[src/rtl/ram_stream_fifo_ctrl.sv]
// Streaming FIFO controller around a one-cycle-latency dual-port RAM.
// Port 1 writes, port 2 reads; a 2-entry prefetch buffer gives first-word-fall-through output.
module ram_stream_fifo_ctrl #(
    parameter int DATA_W   = 16,
    parameter int ADDR_W   = 14,
    parameter int AFULL_TH = 2**ADDR_W - 4
) (
    input  logic              clk,
    input  logic              rst_n,
    input  logic [DATA_W-1:0] in_data,
    input  logic              in_valid,
    output logic              in_ready,
    output logic [DATA_W-1:0] out_data,
    output logic              out_valid,
    input  logic              out_ready,
    output logic [DATA_W-1:0] ram_data1,
    output logic [ADDR_W-1:0] ram_addr1,
    output logic              ram_w_en1,
    output logic [DATA_W-1:0] ram_data2,
    output logic [ADDR_W-1:0] ram_addr2,
    output logic              ram_w_en2,
    input  logic [DATA_W-1:0] ram_q2,
    output logic [ADDR_W+1:0] fill_level,
    output logic              almost_full
);

    localparam int DEPTH = 2**ADDR_W;
    localparam logic [ADDR_W:0]   RAM_FULL = (ADDR_W+1)'(DEPTH);
    localparam logic [ADDR_W+1:0] AFULL_LV = (ADDR_W+2)'(AFULL_TH);

    logic [ADDR_W-1:0] wr_ptr;
    logic [ADDR_W-1:0] rd_ptr;
    logic [ADDR_W:0]   ram_count;
    logic              inflight;
    logic [1:0]        out_count;
    logic [DATA_W-1:0] obuf [2];

    logic              accept;
    logic              pop;
    logic              issue;
    logic [2:0]        occupancy;
    logic [ADDR_W+1:0] fill_next;

    // Holding in_ready low during reset keeps a producer from seeing a stale handshake.
    assign in_ready  = rst_n && (ram_count != RAM_FULL);
    assign accept    = in_valid && in_ready;
    assign out_valid = (out_count != 2'd0);
    assign pop       = out_valid && out_ready;

    // Buffer slots committed after this edge; pop is only true with out_count >= 1, so no underflow.
    assign occupancy = {1'b0, out_count} + {2'b00, inflight} - {2'b00, pop};
    assign issue     = (ram_count != '0) && (occupancy < 3'd2);

    assign fill_next = fill_level + (ADDR_W+2)'(accept) - (ADDR_W+2)'(pop);

    assign ram_data1 = in_data;
    assign ram_addr1 = wr_ptr;
    assign ram_w_en1 = accept;
    assign ram_data2 = '0;
    assign ram_addr2 = rd_ptr;
    assign ram_w_en2 = 1'b0;
    assign out_data  = obuf[0];

    // NOTE: sequential state uses non-blocking assignments so every register samples pre-edge values.
    always_ff @(posedge clk or negedge rst_n) begin
        if (!rst_n) begin
            wr_ptr      <= '0;
            rd_ptr      <= '0;
            ram_count   <= '0;
            inflight    <= 1'b0;
            fill_level  <= '0;
            almost_full <= 1'b0;
        end else begin
            if (accept) wr_ptr <= wr_ptr + 1'b1;
            if (issue)  rd_ptr <= rd_ptr + 1'b1;
            case ({accept, issue})
                2'b10:   ram_count <= ram_count + 1'b1;
                2'b01:   ram_count <= ram_count - 1'b1;
                default: ram_count <= ram_count;
            endcase
            inflight    <= issue;
            fill_level  <= fill_next;
            almost_full <= (fill_next >= AFULL_LV);
        end
    end

    // NOTE: the two buffer words are plain flops, so they are reset to keep out_data at 0 after reset;
    // the RAM array itself is never cleared.
    always_ff @(posedge clk or negedge rst_n) begin
        if (!rst_n) begin
            out_count <= 2'd0;
            obuf[0]   <= '0;
            obuf[1]   <= '0;
        end else if (pop && inflight) begin
            if (out_count == 2'd1) begin
                obuf[0] <= ram_q2;
            end else begin
                obuf[0] <= obuf[1];
                obuf[1] <= ram_q2;
            end
        end else if (pop) begin
            obuf[0]   <= obuf[1];
            out_count <= out_count - 2'd1;
        end else if (inflight) begin
            if (out_count == 2'd0) obuf[0] <= ram_q2;
            else                   obuf[1] <= ram_q2;
            out_count <= out_count + 2'd1;
        end
    end

endmodule

[config.mk]
export PLATFORM = sky130hd
export DESIGN_NAME = ram_stream_fifo_ctrl
export DESIGN_NICKNAME = d
export VERILOG_FILES = /design/src/rtl/ram_stream_fifo_ctrl.sv
export SDC_FILE = /design/constraint.sdc
export NUM_CORES = 1
export LEC_CHECK = 0
export CORE_ASPECT_RATIO = 0.5
export CORE_MARGIN = 3
export CORE_UTILIZATION = 50
export CTS_CLUSTER_SIZE = 8
export DETAILED_ROUTE_END_ITERATION = 16
export MAX_ROUTING_LAYER = met4
export PLACE_DENSITY_LB_ADDON = 0.08
export SLEW_MARGIN = 10
export SYNTH_ARGS = -nofsm -noshare
export SYNTH_HDL_FRONTEND = slang
export SYNTH_SLANG_ARGS = --single-unit
[constraint.sdc]
create_clock -name clk -period 6.1 [get_ports clk]
set_input_delay 1.22 -clock clk [delete_from_list [all_inputs] [get_ports clk]]
set_output_delay 1.22 -clock clk [all_outputs]
set_load 0.01 [all_outputs]
==> flow_summary.ini <==
[pwr]
swShare = 0.429
total_power_mw = 4.47
p_leak_nw = 3.03
p_per_area_mw_per_mm2 = 671
pwr-share-comb = 0.629
irDropWorstVdd_v = 0.000402
clockPowerShare = 0.110
seq_power_share = 0.261
netSwitchingPower_mw = 1.92
p_int_mw = 2.56

[die]
num_rows = 27
die_y_microns = 81.9
dieWidth_microns = 158
pin_count = 133
start_util = 0.518
die_area_sq_mm = 0.0129
core_sq_mm = 0.0111

[grt]
grtUsageTotal = 0.192
antenna_found_initial = 0
first_global_vias = 3996
overflow = 0
grt_max_degree = 74
grt_pass1_wl_mm = 19.4

[setup_path]
crit_path_end = ram_count[12]
crit_chain = clkdlybuf4s50_1 > nor2b_1 > inv_1 > ha_1 > nand2_1 > fa_1 > xnor2_1 > nand2_1 > a21oi_1 > ha_1 > ha_1 > a21o_1 > a2111oi_0 > a21oi_1 > xor2_1 > mux2_2
path_class = in -> reg
required_ns = 6.32
path_buf_inv = 2
r2r_cells = 17
worst_path_max_delay_cell = a2111oi_0
worst-path-stages = 16
critPathLaunchType = input port
r2r_slack_ns = 1.13
cp.arrival_ns = 5.47
crit_fanout = 8
crit_path_end_kind = flop
crit_family = adder cells
slowest_delay_ns = 0.72
r2r-end = ram_count[12]
crit_top_cell = ha_1
reg2reg_from = out_count[0]
crit_start = out_ready

[placed_design]
dp_hpwl_mm = 8.34
gp_congestion = 0.831
io_buffers = 83

[drt]
drt_pass1_iterations = 4
vias = 4183
drt_first_iter_violations = 197
viasPerCell = 5.33
post_drt_wl_per_cell_microns = 14.6
antenna_left = 0
wl_mm = 11.4
drc = 0

[layout]
drive_above_1_share = 0.0625
syn_to_final_growth_pct = 15.8
multiInputGateArea_sq_mm = 0.00289
nNetsFinal = 710
n_antenna_cell = 0
n_fill_cell = 966
seqCellArea_sq_mm = 0.00238
utilization = 0.600

[job]
timing.max_cap.violations = 0

[logic_synthesis]
ys.flop_type = dfrtp_1
ys_ff_latch = 95
synth.avg_cell_area_sq_um = 9.80
async_flop_share = 1.00
synth.yosys.seq_area_share = 0.413
synth_area_sq_mm = 0.00576
ys.warnings.count = 0
synth-edff-count = 0
synth_cell_type_count = 56
synthCells = 588

[timing]
setup_tns_ns = 0
finalMaxSlewViolations = 0
fmax_ghz = 0.190
worstMarginPinSlew_ns = 0.923
skew_ns = 0.00599
layout_worst_path_cycle_share = 0.861
hold_viol = 0
max-slew-margin-rel = 0.384
holdWs_ns = 0.477
setup_viol = 0
rsz0062_at_grt = no
min_period_ns = 5.25

[cts]
clock_latency_ns = 0.33
numClockSinks = 95
htree_levels = 3
clk_pin_slew_worst_paths_ns = 0.06
postCtsHoldBufs = 0
cts-root-buf = clkbuf_16
cts_inserted_buffers = 9
clock_path_buffers = 2
cts_resized = 0
tritoncts = built
post_cts.repair.setup_buffers = 0

[status]
status = finished clean

[worst_hold_path]
hold_class = reg -> reg
==> worst register-to-register path, cell delays in order, from the launching register on <==
cell and delay [ns]:
dfrtp_1 0.43, inv_1 0.09, ha_1 0.48, nor2b_1 0.34
inv_1 0.16, ha_1 0.30, nand2_1 0.05, fa_1 0.40
xnor2_1 0.14, nand2_1 0.07, a21oi_1 0.17, ha_1 0.36
ha_1 0.35, a21o_1 0.21, a2111oi_0 0.72, a21oi_1 0.16
xor2_1 0.18, mux2_2 0.26
==> sequential cells by signal (all words and copies together) (netlist names) <==
name	flops
obuf	16
ram_count	15
ram_addr2	14
fill_level	16
ram_addr1	14
inflight	1
almost_full	1
out_data	16
out_count	2
==> power by group through the flow <==
| stage | combinational, mW | sequential [mW] | clock (mW) |
|---|---|---|---|
| 2_1_floorplan | 2.16 | 1.15 | 0 |
| 3_3_place_gp | 2.78 | 1.18 | 0 |
| 3_5_place_dp | 2.83 | 1.18 | 0 |
| 4_1_cts | 2.84 | 1.17 | 0.514 |
| 5_1_grt | 3.21 | 1.21 | 0.531 |
| 6_report | 2.81 | 1.17 | 0.494 |
==> cell families after synthesis <==
kind of cell / Yosys count / share of synthesized area
and+or+nand+nor: 150 / 0.122
other: 1 / 0.000651
buffers and inverters: 98 / 0.0971
xor gates and xnor gates: 51 / 0.0775
muxes: 37 / 0.0686
DFF: 95 / 0.413
AOI/OAI and AO/OA: 119 / 0.137
adders and majority gates: 37 / 0.0843
==> cells in the mapped netlist, types with 12 or more instances <==
| library cell | n | share of area |
|---|---|---|
| xnor2_1 | 34 | 0.052 |
| mux2i_1 | 17 | 0.030 |
| a21oi_1 | 24 | 0.021 |
| dfrtp_1 | 95 | 0.41 |
| buf_4 | 49 | 0.064 |
| nor2_1 | 37 | 0.024 |
| or3_1 | 12 | 0.013 |
| mux2_2 | 20 | 0.039 |
| inv_1 | 33 | 0.021 |
| ha_1 | 34 | 0.074 |
| xor2_1 | 17 | 0.026 |
| o21ai_0 | 39 | 0.034 |
| nand2_1 | 53 | 0.035 |
| clkbuf_1 | 13 | 0.0085 |
==> layer usage <==
metal	track usage	part of all wire	vias up
li1	-	-	2090
met3	0.0468	0.047	9
met2	0.311	0.47	81
met5	-	0	-
met4	0.0416	0.0060	0
met1	0.248	0.47	2003
==> through the flow <==
step                      std cells  cell area, sq um  setup WS (ns)
after floorplan                 604              5820          0.915
after global placement          771              6430          0.596
after detailed placement        771              6430          0.528
after CTS                       785              6670          0.886
after global routing            785              6670          0.359
final                           785              6670          0.849
==> worst min path at each step <==
stage                             start       endpoint  depth (start not counted)
after floorplan            out_data[10]   out_data[10]                          2
after global placement      out_data[7]    out_data[7]                          2
after detailed placement  ram_addr2[13]  ram_addr2[13]                          1
after CTS                 ram_addr2[13]  ram_addr2[13]                          1
after global routing       ram_addr1[9]   ram_addr1[9]                          1
final                     ram_addr2[13]  ram_addr2[13]                          1
==> placed cells by master, fill, tap and decap left out, types with 3 or more instances in the layout <==
master,n
ha_1,34
nand4_1,5
o2111ai_1,3
conb_1,17
a221oi_1,11
fa_1,3
buf_4,5
xnor2_1,34
nor4_1,6
clkbuf_1,3
or3_1,12
a211o_1,3
o21a_1,4
a21o_1,8
mux2_2,20
clkdlybuf4s50_1,82
mux2i_1,17
nor3_1,4
xor2_1,17
clkbuf_16,9
o21ai_0,39
inv_1,33
a211oi_1,4
dfrtp_1,95
nand3_1,11
nand2_1,53
nor2b_1,5
nor2_1,37
and3_1,8
a21oi_1,24
==> area by class of cell <==
class	instances	area share
timing repair buffer	87	0.129
tap	145	0.0272
multi-input combinational	411	0.432
clock inverter	2	0.00150
clock buffer	12	0.0354
sequential	95	0.356
inverter	33	0.0186
Note: power is estimated with default switching activity, not from simulation.
